--- src/rtl/cmd_fetch_seq.sv ---
// Command fetch sequencer: walks a command-buffer range, retries dropped reads,
// and feeds a 2-entry FIFO to the execution engine. Optional loop mode: CMD_SEQ_LOOP_EN.
module cmd_fetch_seq #(
    parameter int unsigned CMD_WIDTH        = 64,
    parameter int unsigned TRANS_ADDR_WIDTH = 8,
    parameter int unsigned CNT_WIDTH        = 8,
    parameter int unsigned MAX_CMDS         = 128
) (
    input  logic                        i_clk,
    input  logic                        i_rst,
    input  logic                        cfg_start,
    input  logic [TRANS_ADDR_WIDTH-1:0] cfg_base_addr,
    input  logic [CNT_WIDTH-1:0]        cfg_cmd_count,
    input  logic                        cfg_abort,
`ifdef CMD_SEQ_LOOP_EN
    input  logic                        cfg_loop,
`endif
    output logic                        seq_busy,
    output logic                        seq_done,
    output logic                        seq_err,
    output logic                        seq_abort_ack,
    output logic                        cmd_rd_en,
    output logic [TRANS_ADDR_WIDTH-1:0] cmd_addr,
    input  logic                        cmd_rd_valid,
    input  logic [CMD_WIDTH-1:0]        cmd_out,
    output logic                        exe_valid,
    output logic [CMD_WIDTH-1:0]        exe_cmd,
    input  logic                        exe_ready
);

    typedef enum logic [2:0] {IDLE, FETCH, WAIT, DRAIN, DONE} state_t;

    localparam logic [CNT_WIDTH:0] MAX_C = (CNT_WIDTH+1)'(MAX_CMDS);

    state_t                      state, state_nxt;
    logic [TRANS_ADDR_WIDTH-1:0] ptr;
    logic [CNT_WIDTH-1:0]        left;
    logic                        start_bad;
    logic                        load, advance, reload, push, pop, flush;
    logic                        err_nxt, ack_nxt;

    logic [CMD_WIDTH-1:0]        mem [2];
    logic                        rd_ptr, wr_ptr;
    logic [1:0]                  fifo_cnt;

`ifdef CMD_SEQ_LOOP_EN
    logic                        loop_q;
    logic [TRANS_ADDR_WIDTH-1:0] base_q;
    logic [CNT_WIDTH-1:0]        count_q;
`endif

    assign start_bad = (cfg_cmd_count == '0) || ({1'b0, cfg_cmd_count} > MAX_C) || cfg_base_addr[0];
    assign exe_valid = (fifo_cnt != 2'd0);
    assign exe_cmd   = mem[rd_ptr];
    assign pop       = exe_valid && exe_ready;
    assign cmd_addr  = ptr;
    assign seq_busy  = (state == FETCH) || (state == WAIT) || (state == DRAIN);
    assign seq_done  = (state == DONE);

    always_comb begin
        state_nxt = state;
        cmd_rd_en = 1'b0;
        load      = 1'b0;
        advance   = 1'b0;
        reload    = 1'b0;
        push      = 1'b0;
        flush     = 1'b0;
        err_nxt   = 1'b0;
        ack_nxt   = 1'b0;
        case (state)
            IDLE: begin
                if (cfg_start && !cfg_abort) begin
                    if (start_bad) begin
                        err_nxt = 1'b1;
                    end else begin
                        load      = 1'b1;
                        state_nxt = FETCH;
                    end
                end
            end
            FETCH: begin
                // Room exists if not full, or a pop frees a slot this cycle.
                if ((fifo_cnt != 2'd2) || pop) begin
                    cmd_rd_en = 1'b1;
                    state_nxt = WAIT;
                end
            end
            WAIT: begin
                state_nxt = FETCH;
                if (cmd_rd_valid) begin
                    push    = 1'b1;
                    advance = 1'b1;
                    if (left == CNT_WIDTH'(1)) begin
`ifdef CMD_SEQ_LOOP_EN
                        reload = loop_q;
                        if (!loop_q) state_nxt = DRAIN;
`else
                        state_nxt = DRAIN;
`endif
                    end
                end
            end
            DRAIN: begin
                if (fifo_cnt == 2'd0) state_nxt = DONE;
            end
            DONE: begin
                state_nxt = IDLE;
            end
            default: state_nxt = IDLE;
        endcase
        // Abort overrides everything: in-flight data is dropped and the FIFO flushed.
        if ((state != IDLE) && cfg_abort) begin
            state_nxt = IDLE;
            cmd_rd_en = 1'b0;
            push      = 1'b0;
            advance   = 1'b0;
            reload    = 1'b0;
            flush     = 1'b1;
            ack_nxt   = 1'b1;
        end
    end

    always_ff @(posedge i_clk or posedge i_rst) begin
        if (i_rst) begin
            state         <= IDLE;
            ptr           <= '0;
            left          <= '0;
            seq_err       <= 1'b0;
            seq_abort_ack <= 1'b0;
        end else begin
            state         <= state_nxt;
            seq_err       <= err_nxt;
            seq_abort_ack <= ack_nxt;
            if (load) begin
                ptr  <= cfg_base_addr;
                left <= cfg_cmd_count;
            end else if (advance) begin
`ifdef CMD_SEQ_LOOP_EN
                if (reload) begin
                    ptr  <= base_q;
                    left <= count_q;
                end else begin
                    ptr  <= ptr + TRANS_ADDR_WIDTH'(2);
                    left <= left - CNT_WIDTH'(1);
                end
`else
                ptr  <= ptr + TRANS_ADDR_WIDTH'(2);
                left <= left - CNT_WIDTH'(1);
`endif
            end
        end
    end

`ifdef CMD_SEQ_LOOP_EN
    always_ff @(posedge i_clk or posedge i_rst) begin
        if (i_rst) begin
            loop_q  <= 1'b0;
            base_q  <= '0;
            count_q <= '0;
        end else if (load) begin
            loop_q  <= cfg_loop;
            base_q  <= cfg_base_addr;
            count_q <= cfg_cmd_count;
        end
    end
`endif

    always_ff @(posedge i_clk or posedge i_rst) begin
        if (i_rst) begin
            mem[0]   <= '0;
            mem[1]   <= '0;
            rd_ptr   <= 1'b0;
            wr_ptr   <= 1'b0;
            fifo_cnt <= 2'd0;
        end else if (flush) begin
            rd_ptr   <= 1'b0;
            wr_ptr   <= 1'b0;
            fifo_cnt <= 2'd0;
        end else begin
            if (push) begin
                mem[wr_ptr] <= cmd_out;
                wr_ptr      <= ~wr_ptr;
            end
            if (pop) rd_ptr <= ~rd_ptr;
            case ({push, pop})
                2'b10:   fifo_cnt <= fifo_cnt + 2'd1;
                2'b01:   fifo_cnt <= fifo_cnt - 2'd1;
                default: fifo_cnt <= fifo_cnt;
            endcase
        end
    end

endmodule

--- config.mk ---
export PLATFORM = sky130hd
export DESIGN_NAME = cmd_fetch_seq
export DESIGN_NICKNAME = d
export VERILOG_FILES = /design/src/rtl/cmd_fetch_seq.sv
export SDC_FILE = /design/constraint.sdc
export NUM_CORES = 1
export LEC_CHECK = 0
export ABC_AREA = 1
export ABC_CLOCK_PERIOD_IN_PS = 16400
export BUFFER_PORTS_ARGS = -buffer_cell sky130_fd_sc_hd__buf_2
export CAP_MARGIN = 20
export CORE_MARGIN = 1.5
export CORE_UTILIZATION = 30
export CTS_BUF_LIST = sky130_fd_sc_hd__clkbuf_16
export DETAILED_ROUTE_END_ITERATION = 12
export GPL_ROUTABILITY_DRIVEN = 0
export GPL_TIMING_DRIVEN = 0
export PLACE_DENSITY = 0.46
export SYNTH_ARGS = -nofsm -noshare
export SYNTH_HDL_FRONTEND = slang
export SYNTH_SLANG_ARGS = --single-unit
--- constraint.sdc ---
create_clock -name i_clk -period 16.4 [get_ports i_clk]
set_input_delay 3.28 -clock i_clk [delete_from_list [all_inputs] [get_ports i_clk]]
set_output_delay 3.28 -clock i_clk [all_outputs]
set_load 0.005 [all_outputs]
==> results of run 1 <==
-- stage by stage --
stage | power, mW | util | cell area, um^2
floorplan | 0.912 | - | 7350
global placement | 1.09 | 0.355 | 8570
detailed placement | 1.10 | 0.356 | 8610
CTS | 1.51 | 0.381 | 9210
global route | 1.60 | 0.381 | 9210
finish | 1.49 | 0.381 | 9210
-- cells in the mapped netlist, drive strengths merged --
cell type | instances | area share
nand2 | 184 | 0.094
dfrtp | 153 | 0.52
o21ai | 134 | 0.12
inv | 95 | 0.049
mux2 | 64 | 0.098
nand3 | 40 | 0.027
buf | 31 | 0.032
nor2 | 30 | 0.017
nand4 | 16 | 0.014
clkbuf | 11 | 0.0056
xor2 | 6 | 0.0072
a21oi | 5 | 0.0034
nor3 | 4 | 0.0043
ha | 3 | 0.0051
or2 | 2 | 0.0020
o21bai | 1 | 0.0010
-- cells in the final DEF, fill, tap and decap left out, drive strengths merged --
cell type	n
buf	195
nand2	184
dfrtp	153
o21ai	134
inv	101
mux2	64
nand3	40
nor2	30
clkbuf	28
nand4	16
xor2	6
a21oi	5
nor3	4
clkinv	4
ha	3
bufinv	3
clkinvlp	2
or2	2
diode	1
o21bai	1
-- flip-flops by register name, summed over array words and instances (netlist names) --
register,flops
seq_abort_ack,1
rd_ptr,1
state,3
seq_err,1
wr_ptr,1
fifo_cnt,2
cmd_addr,8
left,8
mem,128
-- logic make-up after synthesis --
logic type / count (synthesis)
xor gates and xnor gates: 6
and+or+nand+nor: 276
muxes: 64
DFF: 153
adders and majority gates: 3
AOI/OAI and AO/OA: 140
buffers and inverters: 137
-- power groups by stage --
stage          Combinational (mW)  Sequential (mW)  Clock [mW]
6_report                    0.499            0.584       0.405
5_1_grt                     0.565            0.599       0.437
4_1_cts                     0.511            0.583       0.419
3_5_place_dp                0.509            0.588           0
3_3_place_gp                0.505            0.588           0
2_1_floorplan               0.342            0.570           0
-- worst max path at each step --
stage / start / endpoint / cells after the start
2_1_floorplan: i_rst / cmd_addr[0]$_DFFE_PP0P_ / 1
3_3_place_gp: i_rst / cmd_addr[1]$_DFFE_PP0P_ / 2
5_1_grt: exe_ready / cmd_rd_en / 4
4_1_cts: cfg_abort / cmd_rd_en / 3
6_report: exe_ready / cmd_rd_en / 4
3_5_place_dp: cfg_abort / cmd_rd_en / 3
-- layer usage --
metal	up-vias	share of wire	track usage
met5	-	0	0
met4	0	0.011	0.0463
met3	13	0.034	0.0281
met2	114	0.45	0.235
met1	2693	0.50	0.222
li1	2892	-	-
-- area by class of cell --
type | count | area (um^2) | share of cell area
Multi-Input combinational cell | 489 | 2890 | 0.313
Clock buffer | 17 | 425 | 0.0462
Sequential cell | 153 | 3830 | 0.416
Inverter | 95 | 364 | 0.0395
Tap cell | 324 | 405 | 0.0440
Clock inverter | 15 | 176 | 0.0192
Antenna cell | 1 | 2.50 | 0.000272
Buffer | 42 | 278 | 0.0302
Timing Repair Buffer | 164 | 843 | 0.0916
-- worst reg2reg max path: stages, from the launching register on --
cell      delay, ns
dfrtp_1        0.46
nand2_2        0.12
inv_1          0.04
nand2_1        0.13
nor2_4         0.08
nand2_1        0.07
buf_2          0.26
clkbuf_1       0.46
o21ai_0        0.15
==> impl_metrics.toml, run 1 <==
[sta]
finalHoldViolCount = 0
slew_viol_final = 0
fin_crit_sh = 0.433
fin_tns_setup_ns = 0
hold_ws_ns = 0.467
report.final.setup_viol = 0
fin_crit_ns = 7.10
maxSlewHeadroom = 0.549
finalWorstSetupSlack_ns = 9.30
rsz0062_at_grt = "no"
worst_slew_pin_slew_ns = 0.677
max_freq_mhz = 141
fin_skew_ns = 0.0110

[place]
dp_slack_ns = 9.34
dp_hpwl_um = 13200
numPortBuffers = 163
placed_cells = 1267

[setup_path]
ff2ff_setup_slack_ns = 14.50
critPathKind = "primary input to primary output"
slowest_delay_ns = 0.22
required_ns = 13.12
timing.rr.start = "state[1]$_DFFE_PP0P_"
critPathTopFamily = "simple AND/OR/NAND/NOR gates"
endpoint_kind = "primary output"
rr_worst_depth = 8
path_max_fanout = 2
crit_chain = "buf_2 > nor2_1 > nor3_1 > buf_2"
crit_arrival_ns = 3.82
slowest_stage = "nor3_1"
path_buf_inv = 2
critPathMostFrequentCell = "buf_2"
start_kind = "primary input"
r2r-end = "mem[3]$_DFFE_PP0P_"

[clock_network]
clk_path_buf_depth = 2
cts_root_buffer = "clkbuf_16"
htree_num_levels = 4
cts_tree = "yes"
postCtsSetupBuffers = 0
clock_latency_ns = 0.42
numClockSinks = 153
numCtsBuffers = 17
ctsHoldBuffers = 0
post_cts_resized = 0
path_clk_slew_ns = 0.06

[drt]
drc_errors = 0
viasPerCell = 4.39
dr.first_iter.drc_count = 263
antenna_left = 0
routedWlPerCell_um = 14.8
vias = 5712
drt_pass1_iterations = 4
wl_um = 19200

[hold_path]
hold_path_end = "cmd_addr[0]$_DFFE_PP0P_"
hp-class = "flip-flop to flip-flop"
hp-start = "cmd_addr[0]$_DFFE_PP0P_"
hold_path_depth = 2

[finish]
layout.nets = 1051
final_cells = 1300
n_fill_cell = 2543
syn2layout_area_growth_pct = 25.3
drive_gt1_frac = 0.361

[global_routing]
antenna_found_initial = 1
grt_max_degree = 114
grtUsageTotal = 0.154
grt_pass1_wl_um = 30800
grt_pass1_vias = 5531
grt-ovfl-total = 0

[power_and_ir_drop]
leakagePower_nw = 4.86
p_comb_frac = 0.335
powerDensity_nw_per_um2 = 162
power.share.clock = 0.272
peakVddDrop_v = 0.0000659
power_frac_seq = 0.392
netSwitchingPower_mw = 0.491
sw_frac_of_total = 0.330
internal_power_mw = 0.996

[die]
coreArea_um2 = 24200
die_w_um = 160
initial_core_util = 0.304
io_pins = 164
rows = 57
die_y_um = 160
die-area_um2 = 25400

[job]
cap_violations = 0

[synthesis]
synthSimpleGateAreaFrac = 0.158
ys_seq_area_frac = 0.521
synth_top_family_by_area = "simple AND/OR/NAND/NOR gates"
synth-xor-area-share = 0.00715
synthAdderAreaFrac = 0.00511
synth_warnings = 0
ys_types = 25
syn_avg_cell_area_um2 = 9.43
ys_ff_latch = 153
syn_inst = 779
synth_compound_area_frac = 0.124
syn-num-nets = 868
synthMuxAreaShare = 0.0981
syn-cell-area_um2 = 7350

[outcome]
outcome = "finished, final reports clean"
Power figures use the tool's default switching activity.
==> inputs of run 2 (changes only) <==
--- a/config.mk
+++ b/config.mk
@@ -6,7 +6,7 @@
 export NUM_CORES = 1
 export LEC_CHECK = 0
 export ABC_AREA = 1
-export ABC_CLOCK_PERIOD_IN_PS = 16400
+export ABC_CLOCK_PERIOD_IN_PS = 5700
 export BUFFER_PORTS_ARGS = -buffer_cell sky130_fd_sc_hd__buf_2
 export CAP_MARGIN = 20
 export CORE_MARGIN = 1.5
@@ -15,7 +15,7 @@
 export DETAILED_ROUTE_END_ITERATION = 12
 export GPL_ROUTABILITY_DRIVEN = 0
 export GPL_TIMING_DRIVEN = 0
-export PLACE_DENSITY = 0.46
+export PLACE_DENSITY = 0.48
 export SYNTH_ARGS = -nofsm -noshare
 export SYNTH_HDL_FRONTEND = slang
 export SYNTH_SLANG_ARGS = --single-unit
==> constraint.sdc (replaced) <==
create_clock -name i_clk -period 5.7 [get_ports i_clk]
set_input_delay 1.14 -clock i_clk [delete_from_list [all_inputs] [get_ports i_clk]]
set_output_delay 1.14 -clock i_clk [all_outputs]
set_load 0.005 [all_outputs]
==> run 2 against run 1 <==
Final area is 0.53% lower. Cell count is 0.23% lower. Via count is 0.96% higher. Utilization down 0.20 points. Clock power grew to 2.7 times the previous value. Critical endpoint is now exe_cmd[48]. Clock-buffer cell count is the same. Largest cell class unchanged.
==> impl_metrics.toml, run 2 (same netlist as run 1, synthesis figures left out) <==
[sta]
max_freq_mhz = 293
report.final.setup_viol = 0
fin_crit_sh = 0.600
fin_crit_ns = 3.42
slew_viol_final = 0
finalWorstSetupSlack_ns = 2.28
worst_slew_pin_slew_ns = 0.694
rsz0062_at_grt = "no"
maxSlewHeadroom = 0.537
finalHoldViolCount = 0
fin_skew_ns = 0.00988

[clock_network]
clk_path_buf_depth = 2
ctsHoldBuffers = 0
path_clk_slew_ns = 0.06
cts_root_buffer = "clkbuf_16"
postCtsSetupBuffers = 0
cts_tree = "yes"
clock_latency_ns = 0.42
post_cts_resized = 0
numClockSinks = 153
htree_num_levels = 4
numCtsBuffers = 17

[setup_path]
start_kind = "flip-flop"
crit_arrival_ns = 2.28
endpoint_kind = "primary output"
required_ns = 4.56
path_max_fanout = 10
critPathKind = "flip-flop to primary output"

[die]
io_pins = 164
die_w_um = 160
initial_core_util = 0.304
rows = 57
coreArea_um2 = 24200
die-area_um2 = 25400
die_y_um = 160

[power_and_ir_drop]
leakagePower_nw = 4.84
peakVddDrop_v = 0.000149
powerDensity_nw_per_um2 = 459

[finish]
drive_gt1_frac = 0.362
layout.nets = 1051
n_fill_cell = 2521
top_register = "mem"
fin_util = 0.379
final_cell_mix = "nand2_1 (183), buf_2 (181), dfrtp_1 (153)"
largest_reg_flops = 128
final_common_cell = "nand2_1"
antennaDiodeCount = 0
syn2layout_area_growth_pct = 24.7

[global_routing]
grt_pass1_wl_um = 31300
antenna_found_initial = 1
grtUsageTotal = 0.157
grt_max_degree = 121
grt-ovfl-total = 0
grt_pass1_vias = 5893

[drt]
antenna_left = 0
dr.first_iter.drc_count = 249
routedWlPerCell_um = 14.7
drc_errors = 0
viasPerCell = 4.45
vias = 5767
drt_pass1_iterations = 4
wl_um = 19000

[place]
numPortBuffers = 163
dp_hpwl_um = 13100
dp_slack_ns = 2.65

[job]
cap_violations = 0

[outcome]
outcome = "finished, final reports clean"

[hold_path]
hp-class = "flip-flop to flip-flop"
## run 2: cell count changes in the layout (fill, tap and decap cells not counted), sizes merged
| cell | change |
|---|---|
| clkinv | +2 |
| diode | -1 |
| inv | -3 |
| bufinv | -1 |
## run 2: path summary, 6_finish.rpt
| path | start | slack (ns) | to | cells after the start |
|---|---|---|---|---|
| worst min register to register | cmd_addr[0]$_DFFE_PP0P_ | 0.47 | cmd_addr[0]$_DFFE_PP0P_ | 2 |
| max in group asynchronous | i_rst | 4.10 | mem[67]$_DFFE_PP0P_ | 3 |
| worst min-delay path | cmd_addr[0]$_DFFE_PP0P_ | 0.47 | cmd_addr[0]$_DFFE_PP0P_ | 2 |
| worst max-delay path | rd_ptr$_DFFE_PP0P_ | 2.28 | exe_cmd[48] | 4 |
| min in group asynchronous | i_rst | 0.68 | mem[28]$_DFFE_PP0P_ | 2 |
| worst max register to register | state[1]$_DFFE_PP0P_ | 3.79 | mem[8]$_DFFE_PP0P_ | 8 |
## run 2: metrics by stage
stage	setup TNS, ns	power (mW)	instances	hold slack, ns	instance area, um^2
5_1_grt	0	4.54	1297	0.488	9160
3_5_place_dp	0	3.16	1267	0.460	8610
6_report	0	4.21	1297	0.471	9160
2_1_floorplan	0	2.62	779	0.448	7350
3_3_place_gp	-282.16	3.14	1266	0.446	8570
4_1_cts	0	4.28	1297	0.475	9160
## run 2: cell type report
cell class              instances  area (um^2)  share of cell area
flip-flops and latches        153         3830               0.418
plain buffers                  42          278              0.0303
clock buffers                  17          425              0.0464
multi-input cells             489         2890               0.315
inverters                      95          364              0.0397
repair buffers                164          843              0.0921
well taps                     324          405              0.0443
clock inverters                13          130              0.0142
## run 2: worst max-delay path, cell delays in order (launching register included)
cell and delay [ns]:
dfrtp_1 0.42, clkbuf_1 0.53, buf_2 0.40, mux2_2 0.39, buf_2 0.13
## run 2: power breakdown
| group | internal [mW] | total [mW] | switching [mW] |
|---|---|---|---|
| clock network | 0.637 | 1.09 | 0.455 |
| registers | 1.46 | 1.68 | 0.219 |
| logic | 0.713 | 1.43 | 0.720 |
## run 2: per-layer routing
layer  up-vias  GRT usage  wire length, um
li1       2888          -                -
met1      2756      0.212             9180
met2       106      0.255             9030
met3        15     0.0313              610
met4         2     0.0425              175
met5         -          0               13
==> inputs of run 3 (changes only) <==
--- a/config.mk
+++ b/config.mk
@@ -6,7 +6,7 @@
 export NUM_CORES = 1
 export LEC_CHECK = 0
 export ABC_AREA = 1
-export ABC_CLOCK_PERIOD_IN_PS = 5700
+export ABC_CLOCK_PERIOD_IN_PS = 3350
 export BUFFER_PORTS_ARGS = -buffer_cell sky130_fd_sc_hd__buf_2
 export CAP_MARGIN = 20
 export CORE_MARGIN = 1.5
@@ -15,7 +15,7 @@
 export DETAILED_ROUTE_END_ITERATION = 12
 export GPL_ROUTABILITY_DRIVEN = 0
 export GPL_TIMING_DRIVEN = 0
-export PLACE_DENSITY = 0.48
+export PLACE_DENSITY = 0.46
 export SYNTH_ARGS = -nofsm -noshare
 export SYNTH_HDL_FRONTEND = slang
 export SYNTH_SLANG_ARGS = --single-unit
==> constraint.sdc (replaced) <==
create_clock -name i_clk -period 3.35 [get_ports i_clk]
set_input_delay 0.67 -clock i_clk [delete_from_list [all_inputs] [get_ports i_clk]]
set_output_delay 0.67 -clock i_clk [all_outputs]
set_load 0.005 [all_outputs]
==> run 3 against run 2 <==
Clock power increased by 100%. Clock-buffer cell count unchanged. Cell count rose by 0.39%. Worst hold slack lost 0.36 ns. Die area unchanged. Power is 79% higher. Non-clock buffer count rose by 4. Sequential share of layout area decreased by 0.82 points. Utilization rose by 0.76 points. Worst setup slack worse by 1.9 ns.
==> impl_metrics.toml, run 3 (same netlist as run 1, synthesis figures left out) <==
[outcome]
outcome = "finished, final reports clean"

[place]
numPortBuffers = 163
dp_slack_ns = 0.758
dp_hpwl_um = 13600
placed_cells = 1271

[die]
die_w_um = 160
coreArea_um2 = 24200
io_pins = 164
initial_core_util = 0.304
die-area_um2 = 25400
rows = 57
die_y_um = 160

[clock_network]
post_cts_resized = 0
htree_num_levels = 4
clk_path_buf_depth = 2
cts_root_buffer = "clkbuf_16"
numClockSinks = 153
postCtsSetupBuffers = 0
path_clk_slew_ns = 0.07
numCtsBuffers = 17
cts_tree = "yes"
clock_latency_ns = 0.42
ctsHoldBuffers = 0

[sta]
maxSlewHeadroom = 0.570
rsz0062_at_grt = "no"
fin_skew_ns = 0.0134
finalHoldViolCount = 0
fin_crit_ns = 2.92
max_freq_mhz = 342
fin_crit_sh = 0.872
worst_slew_pin_slew_ns = 0.644
report.final.setup_viol = 0
slew_viol_final = 0
finalWorstSetupSlack_ns = 0.430

[power_and_ir_drop]
powerDensity_nw_per_um2 = 806
power_frac_seq = 0.378
sw_frac_of_total = 0.321
leakagePower_nw = 4.92
p_comb_frac = 0.326
peakVddDrop_v = 0.000290
power.share.clock = 0.296
internal_power_mw = 5.11
netSwitchingPower_mw = 2.42

[setup_path]
ff2ff_setup_slack_ns = 1.45
rr_worst_depth = 8
required_ns = 2.68
start_kind = "flip-flop"
crit_arrival_ns = 2.25
crit_end = "exe_cmd[62]"
critPathKind = "flip-flop to primary output"
r2r-end = "mem[2]$_DFFE_PP0P_"
endpoint_kind = "primary output"
timing.rr.start = "state[1]$_DFFE_PP0P_"
path_max_fanout = 10
crit_start = "rd_ptr$_DFFE_PP0P_"

[drt]
vias = 5696
viasPerCell = 4.37
antenna_left = 0
wl_um = 19200
routedWlPerCell_um = 14.7
dr.first_iter.drc_count = 245
drc_errors = 0
drt_pass1_iterations = 6

[finish]
drive_gt1_frac = 0.365
antennaDiodeCount = 0
largest_reg_flops = 128
regArea_um2 = 3830
layout.nets = 1055
final_cell_mix = "nand2_1 (183), buf_2 (181), dfrtp_1 (153)"
n_fill_cell = 2468
syn2layout_area_growth_pct = 27.1
top_register = "mem"
final_common_cell = "nand2_1"
final_cells = 1302
multiInputGateArea_um2 = 2890

[hold_path]
hp-class = "primary input to async pin"

[global_routing]
grtUsageTotal = 0.159
grt-ovfl-total = 0
grt_max_degree = 36
grt_pass1_vias = 5855
grt_pass1_wl_um = 31800
antenna_found_initial = 0

[job]
cap_violations = 0
==> run 3: changes by cell type in the layout (fill, tap and decap cells not counted) <==
cell,delta
clkinvlp_4,-1
inv_6,+1
buf_16,-1
clkinv_2,-4
bufinv_16,+4
buf_12,+5
clkinv_4,+1
==> run 3: layer usage <==
metal | part of all wire | track usage
met1 | 0.50 | 0.223
met2 | 0.46 | 0.251
met3 | 0.034 | 0.0313
met4 | 0.0073 | 0.0425
met5 | 0 | 0
==> run 3: power by group through the flow <==
stage	registers, mW	logic [mW]	clock network (mW)
after floorplan	2.79	1.68	0
after global placement	2.88	2.48	0
after detailed placement	2.88	2.51	0
after CTS	2.85	2.52	2.29
after global routing	2.94	2.80	2.37
final	2.85	2.45	2.23
==> run 3: worst min-delay path by stage <==
stage,start,endpoint,slack (ns),cells after the start
after floorplan,mem[0]$_DFFE_PP0P_,mem[0]$_DFFE_PP0P_,0.45,2
after global placement,cmd_addr[0]$_DFFE_PP0P_,cmd_addr[0]$_DFFE_PP0P_,0.45,2
after detailed placement,cmd_addr[0]$_DFFE_PP0P_,cmd_addr[0]$_DFFE_PP0P_,0.46,2
after CTS,i_rst,cmd_addr[7]$_DFFE_PP0P_,0.09,2
after global routing,i_rst,cmd_addr[7]$_DFFE_PP0P_,0.1,2
final,i_rst,cmd_addr[7]$_DFFE_PP0P_,0.11,2
==> run 3: area by class of cell <==
class                           count  share of cell area
Buffer                             42              0.0297
Clock inverter                     14              0.0261
Sequential cell                   153               0.410
Multi-Input combinational cell    489               0.309
Tap cell                          324              0.0434
Inverter                           95              0.0386
Timing Repair Buffer              168              0.0980
Clock buffer                       17              0.0455
==> run 3: worst max-delay path: stages, from the launching register on <==
cell	delay (ns)
dfrtp_1	0.40
clkbuf_1	0.52
buf_2	0.39
mux2_2	0.39
buf_2	0.13
==> run 3: metrics by stage <==
stage	hold WS [ns]	cell area (um^2)	util	TNS [ns]	power (mW)
2_1_floorplan	0.448	7350	-	0	4.47
3_3_place_gp	0.446	8570	0.355	-80.53	5.36
3_5_place_dp	0.456	8670	0.359	0	5.38
4_1_cts	0.0928	9340	0.386	0	7.66
5_1_grt	0.0992	9340	0.386	0	8.10
6_report	0.114	9340	0.386	0	7.53
